<file path="config.mk">
export PLATFORM = sky130hd
export DESIGN_NAME = key_debounce_multi_flat
export DESIGN_NICKNAME = d
export VERILOG_FILES = /design/src/rtl/key_debounce_multi_pkg.sv /design/src/rtl/key_debounce_multi_if.sv /design/src/rtl/key_debounce_multi_ch.sv /design/src/rtl/key_debounce_multi.sv /design/src/flat_wrapper.sv
export SDC_FILE = /design/constraint.sdc
export NUM_CORES = 1
export LEC_CHECK = 0
export CAP_MARGIN = 20
export CORE_MARGIN = 1
export CORE_UTILIZATION = 61
export DETAILED_ROUTE_END_ITERATION = 10
export GPL_ROUTABILITY_DRIVEN = 0
export PLACE_DENSITY = 0.81
export SLEW_MARGIN = 20
export SYNTH_ARGS = -nofsm -noshare
export SYNTH_HDL_FRONTEND = slang
export SYNTH_SLANG_ARGS = --single-unit
</file>
<file path="constraint.sdc">
create_clock -name lcd_pclk -period 2.4 [get_ports lcd_pclk]
set_input_delay 0.36 -clock lcd_pclk [delete_from_list [all_inputs] [get_ports lcd_pclk]]
set_output_delay 0.36 -clock lcd_pclk [all_outputs]
set_load 0.02 [all_outputs]
</file>
<file path="src/rtl/key_debounce_multi_pkg.sv">
// Shared constants and helpers for the multi-key debouncer.
// Defaults assume a 50 MHz pixel clock, a 20 ms debounce window and 500 ms / 100 ms auto-repeat.
package key_pkg;

    localparam int CLK_FREQ_HZ = 50_000_000;
    localparam int DEBOUNCE_MS = 20;
    localparam int REPEAT_DLY_MS = 500;
    localparam int REPEAT_PER_MS = 100;

    localparam int CNT_MAX_DEF    = (CLK_FREQ_HZ / 1000) * DEBOUNCE_MS;
    localparam int REPEAT_DLY_DEF = (CLK_FREQ_HZ / 1000) * REPEAT_DLY_MS;
    localparam int REPEAT_PER_DEF = (CLK_FREQ_HZ / 1000) * REPEAT_PER_MS;

    localparam int NUM_KEYS_MAX = 16;

    function automatic int max_int(input int a, input int b);
        return (a > b) ? a : b;
    endfunction

endpackage

</file>
<file path="src/rtl/key_debounce_multi_if.sv">
// Key bundle between the pins/consumer side (master) and the debouncer (slave).
interface key_debounce_multi_if #(
    parameter int NUM_KEYS = 4
);

    logic [NUM_KEYS-1:0] key_in;
    logic [NUM_KEYS-1:0] key_level;
    logic [NUM_KEYS-1:0] key_press;
    logic [NUM_KEYS-1:0] key_release;
    logic                key_any;

    modport master (
        output key_in,
        input  key_level,
        input  key_press,
        input  key_release,
        input  key_any
    );

    modport slave (
        input  key_in,
        output key_level,
        output key_press,
        output key_release,
        output key_any
    );

endinterface

</file>
<file path="src/rtl/key_debounce_multi_ch.sv">
// One debounced key channel: synchroniser, window counter, level and edge pulses.
// Auto-repeat of key_press is built only when KEY_REPEAT_EN is defined.
module key_debounce_ch
    import key_pkg::*;
#(
    parameter int CNT_MAX = CNT_MAX_DEF
`ifdef KEY_REPEAT_EN
    ,
    parameter int REPEAT_DLY = REPEAT_DLY_DEF,
    parameter int REPEAT_PER = REPEAT_PER_DEF
`endif
) (
    input  logic lcd_pclk,
    input  logic rst_n,
    input  logic key_in,
    output logic key_level,
    output logic key_press,
    output logic key_release
);

    localparam int CW = $clog2(CNT_MAX + 1);

    logic          s0;
    logic          s1;
    logic [CW-1:0] cnt;
    logic          level_d;
    logic          level_next;
    logic          rep_fire;

    always_ff @(posedge lcd_pclk or negedge rst_n) begin
        if (!rst_n) begin
            s0 <= 1'b1;
            s1 <= 1'b1;
        end else begin
            s0 <= key_in;
            s1 <= s0;
        end
    end

    // Any disagreement between the two sync stages restarts the stability window.
    always_ff @(posedge lcd_pclk or negedge rst_n) begin
        if (!rst_n) begin
            cnt <= '0;
        end else if (s0 != s1) begin
            cnt <= CW'(CNT_MAX);
        end else if (cnt != '0) begin
            cnt <= cnt - CW'(1);
        end
    end

    always_comb begin
        level_next = key_level;
        if ((cnt == CW'(1)) && (s1 != key_level)) begin
            level_next = s1;
        end
    end

    always_ff @(posedge lcd_pclk or negedge rst_n) begin
        if (!rst_n) begin
            key_level <= 1'b1;
            level_d   <= 1'b1;
        end else begin
            key_level <= level_next;
            level_d   <= key_level;
        end
    end

`ifdef KEY_REPEAT_EN
    localparam int RW = $clog2(max_int(REPEAT_DLY, REPEAT_PER) + 1);

    logic [RW-1:0] rep_cnt;

    // Looking at level_next lets a release kill a repeat that would fire on the same edge.
    assign rep_fire = ~level_next & ~key_level & (rep_cnt == RW'(1));

    always_ff @(posedge lcd_pclk or negedge rst_n) begin
        if (!rst_n) begin
            rep_cnt <= '0;
        end else if (level_next) begin
            rep_cnt <= '0;
        end else if (key_level) begin
            rep_cnt <= RW'(REPEAT_DLY);
        end else if (rep_fire) begin
            rep_cnt <= RW'(REPEAT_PER);
        end else if (rep_cnt != '0) begin
            rep_cnt <= rep_cnt - RW'(1);
        end
    end
`else
    assign rep_fire = 1'b0;
`endif

    always_ff @(posedge lcd_pclk or negedge rst_n) begin
        if (!rst_n) begin
            key_press   <= 1'b0;
            key_release <= 1'b0;
        end else begin
            key_press   <= (level_d & ~key_level) | rep_fire;
            key_release <= ~level_d & key_level;
        end
    end

endmodule

</file>
<file path="src/rtl/key_debounce_multi.sv">
// Multi-channel active-low key debouncer with press/release pulses and an any-key flag.
// Define KEY_REPEAT_EN to add per-channel auto-repeat on held keys.
module key_debounce_multi
    import key_pkg::*;
#(
    parameter int NUM_KEYS   = 4,
    parameter int CNT_MAX    = CNT_MAX_DEF,
    parameter int REPEAT_DLY = REPEAT_DLY_DEF,
    parameter int REPEAT_PER = REPEAT_PER_DEF
) (
    input  logic                 lcd_pclk,
    input  logic                 rst_n,
    key_debounce_multi_if.slave  bus
);

    logic [NUM_KEYS-1:0] level;
    logic [NUM_KEYS-1:0] press;
    logic [NUM_KEYS-1:0] release_p;

    if ((NUM_KEYS < 1) || (NUM_KEYS > NUM_KEYS_MAX) || (CNT_MAX < 2) ||
        (REPEAT_DLY < 1) || (REPEAT_PER < 1)) begin : g_bad_param
        $error("key_debounce_multi: illegal parameter value");
    end

    for (genvar i = 0; i < NUM_KEYS; i++) begin : g_ch
        key_debounce_ch #(
            .CNT_MAX    (CNT_MAX)
`ifdef KEY_REPEAT_EN
            ,
            .REPEAT_DLY (REPEAT_DLY),
            .REPEAT_PER (REPEAT_PER)
`endif
        ) u_ch (
            .lcd_pclk    (lcd_pclk),
            .rst_n       (rst_n),
            .key_in      (bus.key_in[i]),
            .key_level   (level[i]),
            .key_press   (press[i]),
            .key_release (release_p[i])
        );
    end

    assign bus.key_level   = level;
    assign bus.key_press   = press;
    assign bus.key_release = release_p;
    assign bus.key_any     = |(~level);

endmodule

</file>
<file path="src/flat_wrapper.sv">
// flat-port wrapper written by rule: the top's interface ports become plain ports
module key_debounce_multi_flat import key_pkg::*;
#(
    parameter int NUM_KEYS   = 4,
    parameter int CNT_MAX    = CNT_MAX_DEF,
    parameter int REPEAT_DLY = REPEAT_DLY_DEF,
    parameter int REPEAT_PER = REPEAT_PER_DEF
)
  (lcd_pclk, rst_n, bus_key_in, bus_key_level, bus_key_press, bus_key_release, bus_key_any);
  key_debounce_multi_if #(.NUM_KEYS(NUM_KEYS)) bus_i ();
  input  logic lcd_pclk;
  input  logic rst_n;
  input wire logic [$bits(bus_i.key_in)-1:0] bus_key_in;
  output wire logic [$bits(bus_i.key_level)-1:0] bus_key_level;
  output wire logic [$bits(bus_i.key_press)-1:0] bus_key_press;
  output wire logic [$bits(bus_i.key_release)-1:0] bus_key_release;
  output wire logic [$bits(bus_i.key_any)-1:0] bus_key_any;
  assign bus_i.key_in = bus_key_in;
  assign bus_key_level = bus_i.key_level;
  assign bus_key_press = bus_i.key_press;
  assign bus_key_release = bus_i.key_release;
  assign bus_key_any = bus_i.key_any;
  key_debounce_multi #(.NUM_KEYS(NUM_KEYS), .CNT_MAX(CNT_MAX), .REPEAT_DLY(REPEAT_DLY), .REPEAT_PER(REPEAT_PER)) u_core (.lcd_pclk(lcd_pclk), .rst_n(rst_n), .bus(bus_i));
endmodule
</file>
# == Yosys cells after proc, flatten, opt, wreduce, memory -nomap -nowiden ==
# Cells that the tools add are included.
# totals
output_inout_bits,13
ff_bits,104
in_bits,6
# op_classes
addsub,4
eq_ne,12
bitwise,17
n_mux,8
reduce_logical,13
# op_table
operator,n
two-way mux 20 bit,8
"== test 20 x 1 -> 1 bit, second input constant",4
nonzero test 20 bit,4
"subtractor 20 x 1 -> 20 bit, second input constant",4
bitwise AND 1 bit,8
inequality test 1 bit,8
NOT 1 bit,8
nonzero test 2 bit,4
logical AND 1 bit,4
NOT 4 bit,1
OR reduction 4 bit,1

# == Logic depth before layout (Yosys ltp) ==
# Gate-level depths: netlist (run 1).
# depth
word_depth,3
depth_mapped,8
ltp_nobuf,7

# == Cells and area by module ==
# A second synthesis (run 1) with hierarchy kept.
# hier_totals
cells_unflattened,566
hier_area_um2,5769.3
# modules_own_cells
mod,n_inst,cells_per_inst,area_per_inst_um2
key_debounce_ch (u_core.g_ch[0].u_ch ...),3,141,1457.6
key_debounce_ch (u_core.g_ch[3].u_ch),1,142,1390.1
key_debounce_multi,1,1,6.3

# == Least setup slack after synthesis (run 1) ==
# No wires, ideal clock.
# synth_path
path_type,flip-flop to flip-flop
startpoint,reg u_core.g_ch[3].u_ch.cnt[0]
endpoint,reg u_core.g_ch[3].u_ch.cnt[14]
arrival_time_ns,1.875
t_required_ns,2.258
period_less_slack_ns,2.017
path_slack_ns,0.383
path_buffers,0
stages_incl_launch_ff,8
path_cell_list,dfrtp_1 > inv_1 > ha_1 > or3b_2 > nor4_2 > nor3_1 > xnor2_1 > nand2_1
# synth_via
elab_chain_cells,3
word_cells_on_any_way,5
cone_classes,add/sub (1); mux (2); reduce/logical (2)
# synth_rtl
element,line_no,rtl
start: declaration,key_debounce_multi_ch.sv:25,logic [CW-1:0] cnt;
start signal: assignment,key_debounce_multi_ch.sv:45,cnt <= CW'(CNT_MAX);
start signal: assignment,key_debounce_multi_ch.sv:47,cnt <= cnt - CW'(1);
subtractor 20 x 1 -> 20 bit,key_debounce_multi_ch.sv:47,
two-way mux 20 bit,key_debounce_multi_ch.sv:46,end else if (cnt != '0) begin
two-way mux 20 bit,key_debounce_multi_ch.sv:44,end else if (s0 != s1) begin
# Several ways; a longest one is shown, not always the timed one. The select of a mux whose other input is x is not followed.
# A chain may end at the register's enable or synchronous reset.

# == Worst setup path after layout (run 1) ==
# layout_path
startpoint,reg u_core.g_ch[3].u_ch.cnt[0]
endpoint,reg u_core.g_ch[3].u_ch.cnt[9]
# The elaborated chain is that of the path after synthesis.

==> impl_metrics.env, run 1 <==
export IMPL_status="finished, final reports clean"
export IMPL_cts_tree="yes"
export IMPL_hp_class="reg -> reg"
export IMPL_leakagePower_uw=0.00223
export IMPL_ys_seq_area_share_pct=49.7
export IMPL_initial_core_util_pct=63.6
export IMPL_io_buffers=18
export IMPL_hold_violations=0
export IMPL_ant_nets=0
export IMPL_setup_viol=0
export IMPL_cts_clk_slew_worst_paths_ps=90
export IMPL_slowest_stage="or3b_2"
export IMPL_syn_cell_area_um2=5280
export IMPL_ios=19
export IMPL_syn_area_per_cell_um2=10.0
export IMPL_first_global_vias=3877
export IMPL_diodes=0
export IMPL_final_common_cell="dfrtp_1"
export IMPL_die_area_um2=9020
export IMPL_worstPathCellList="inv_1 -> ha_1 -> or3b_2 -> nand2b_1 -> o21ai_1 -> o21ai_0 -> o211ai_1"
export IMPL_peakVddDrop_mv=0.533
export IMPL_synth_cell_types=57
export IMPL_endpoint_kind="register"
export IMPL_worstSetupPathType="reg -> reg"
export IMPL_final_cell_mix="dfrtp_1, nor2_1, nand2_1"
export IMPL_overflow=0
export IMPL_worst_pin_slew_ps=750
export IMPL_grt_max_degree=71
export IMPL_drc=0
export IMPL_route_final_wire_length_mm=9.99
export IMPL_dpl_cell_count=643
export IMPL_slowest_delay_ps=480
export IMPL_area_growth_pct=9.32
export IMPL_maxCapViolations=0
export IMPL_post_cts_resized=0
export IMPL_grt_pass1_wl_mm=17.1
export IMPL_syn_nets=544
export IMPL_finalMaxSlewViolations=0
export IMPL_layout_setup_ws_ps=203
export IMPL_die_x_um=95.0
export IMPL_cts_path_max_buffers=2
export IMPL_fin_total_pwr_uw=4160
export IMPL_nets=568
export IMPL_drive_gt1_share_pct=13.0
export IMPL_start_kind="register"
export IMPL_coreArea_um2=8300
export IMPL_finClkSkew_ps=7.44
export IMPL_post_synth_inst_count=526
export IMPL_busiest_layer="met2"
export IMPL_drt_vias_per_instance=5.98
export IMPL_ys_seq_elements=104
export IMPL_htreeDepth=3
export IMPL_met1_usage_pct=31.4
export IMPL_period_share_pct=91.5
export IMPL_required_ps=2660
export IMPL_yosys_warnings=0
export IMPL_max_clock_freq_ghz=0.455
export IMPL_path_delay_family="simple AND/OR/NAND/NOR gates"
export IMPL_first_iter_violations=142
export IMPL_finalCriticalPeriod_ps=2200
export IMPL_grt_met2_usage_pct=41.2
export IMPL_cts_setup_buffers=0
export IMPL_fin_cells=660
export IMPL_avgRoutedWirePerCell_um=15.1
export IMPL_cts_sinks=104
export IMPL_synth_flop_cell="dfrtp_1"
export IMPL_firstDrtPassIters=4
export IMPL_rsz0062_at_grt="false"
export IMPL_antenna_found_initial=0
export IMPL_synth_edf_count=0
export IMPL_fp_row_count=33
export IMPL_critPathMaxFanout=10
export IMPL_slew_headroom_pct=49.7
export IMPL_vias=3950
export IMPL_cts_root_buf="clkbuf_8"
export IMPL_grt_use_total_pct=24.4
export IMPL_async_flop_share_pct=100
export IMPL_dp_hpwl_mm=7.06
export IMPL_grt_util_met3_pct=5.31
export IMPL_cts_hold_buf=1
export IMPL_clk_latency_ps=360
export IMPL_setup_tns_ps=0
export IMPL_cts_buffers_inserted=9
export IMPL_cp_arrival_ps=2460
export IMPL_power_density_nw_per_um2=721
export IMPL_die_h_um=95.0
export IMPL_dp_slack_ps=267
export IMPL_path_buf_inv=1
flip-flops by register name, indices dropped and copies added, names as in the netlist:
name and cells:
u_core.g_ch.u_ch.cnt 80, u_core.g_ch.u_ch.key_release 4, u_core.g_ch.u_ch.s0 4, u_core.g_ch.u_ch.key_level 4
u_core.g_ch.u_ch.key_press 4, u_core.g_ch.u_ch.level_d 4, u_core.g_ch.u_ch.s1 4
cells in the mapped netlist, types with 12 or more instances:
cell     count  share of area (%)
nor2_1      61                4.3
ha_1        12                2.8
dfstp_2     16                8.0
xor2_1      27                4.5
nor2b_1     13                1.5
nand3_1     13                1.2
buf_4       13                1.9
or3_1       14                1.7
o21ai_0     19                1.8
a21oi_1     17                1.6
nand2_1     41                2.9
dfrtp_1     88                 42
nor3_1      31                2.9
xnor2_1     26                4.3
path summary, 6_finish.rpt:
check	start	cells after the start	slack, ps	end
max	u_core.g_ch[3].u_ch.cnt[0]$_DFFE_PN0P_	7	200	u_core.g_ch[3].u_ch.cnt[9]$_DFFE_PN0P_
max in group asynchronous	rst_n	3	1180	u_core.g_ch[1].u_ch.s0$_DFF_PN1_
min in group asynchronous	rst_n	2	490	u_core.g_ch[0].u_ch.cnt[8]$_DFFE_PN0P_
min	u_core.g_ch[3].u_ch.s0$_DFF_PN1_	0	390	u_core.g_ch[3].u_ch.s1$_DFF_PN1_
min reg2reg	u_core.g_ch[3].u_ch.s0$_DFF_PN1_	0	390	u_core.g_ch[3].u_ch.s1$_DFF_PN1_
max reg2reg	u_core.g_ch[3].u_ch.cnt[0]$_DFFE_PN0P_	7	200	u_core.g_ch[3].u_ch.cnt[9]$_DFFE_PN0P_
cells by family after synthesis:
logic type / count (synthesis) / share of synthesized area (%)
adders and majority gates: 12 / 2.85
buffers and inverters: 32 / 3.20
DFF: 104 / 49.7
AOI/OAI and AO/OA: 74 / 8.97
xor gates and xnor gates: 53 / 8.80
muxes: 5 / 1.04
and+or+nand+nor: 246 / 25.4
power breakdown:
group / internal [µW] / total [µW] / leakage (µW) / switching [µW]
Combinational: 429 / 982 / 0.000912 / 553
Clock: 377 / 966 / 0.0000854 / 589
Sequential: 1950 / 2210 / 0.00123 / 255
layout make-up:
type / count / area [µm²]
inverters: 10 / 37.5
flip-flops and latches: 104 / 2620
fillers: 640 / 2530
clock buffers: 9 / 124
well taps: 105 / 131
multi-input cells: 390 / 2480
repair buffers: 35 / 320
clock inverters: 7 / 47.5
metal layers:
| metal | wire length [µm] | part of all wire [%] |
|---|---|---|
| met1 | 4640 | 46 |
| met2 | 4910 | 49 |
| met3 | 308 | 3.1 |
| met4 | 127 | 1.3 |
| met5 | 0 | 0 |
metrics by stage:
| step | hold WS [ps] | instance area (µm²) | utilization [%] |
|---|---|---|---|
| detailed placement | 339 | 5590 | 67.3 |
| finish | 391 | 5770 | 69.5 |
| CTS | 384 | 5770 | 69.5 |
| global route | 379 | 5770 | 69.5 |
| floorplan | 64.4 | 5280 | - |
| global placement | 335 | 5590 | 67.3 |
Note: power is estimated with default switching activity, not from simulation.
==> run 2: changes to the inputs <==
--- a/config.mk
+++ b/config.mk
@@ -11,6 +11,7 @@
 export DETAILED_ROUTE_END_ITERATION = 10
 export GPL_ROUTABILITY_DRIVEN = 0
 export PLACE_DENSITY = 0.81
+export SKIP_CTS_REPAIR_TIMING = 1
 export SLEW_MARGIN = 20
 export SYNTH_ARGS = -nofsm -noshare
 export SYNTH_HDL_FRONTEND = slang
==> results of run 2 <==
Final layout, timing and power as in run 1 (identical DEF).
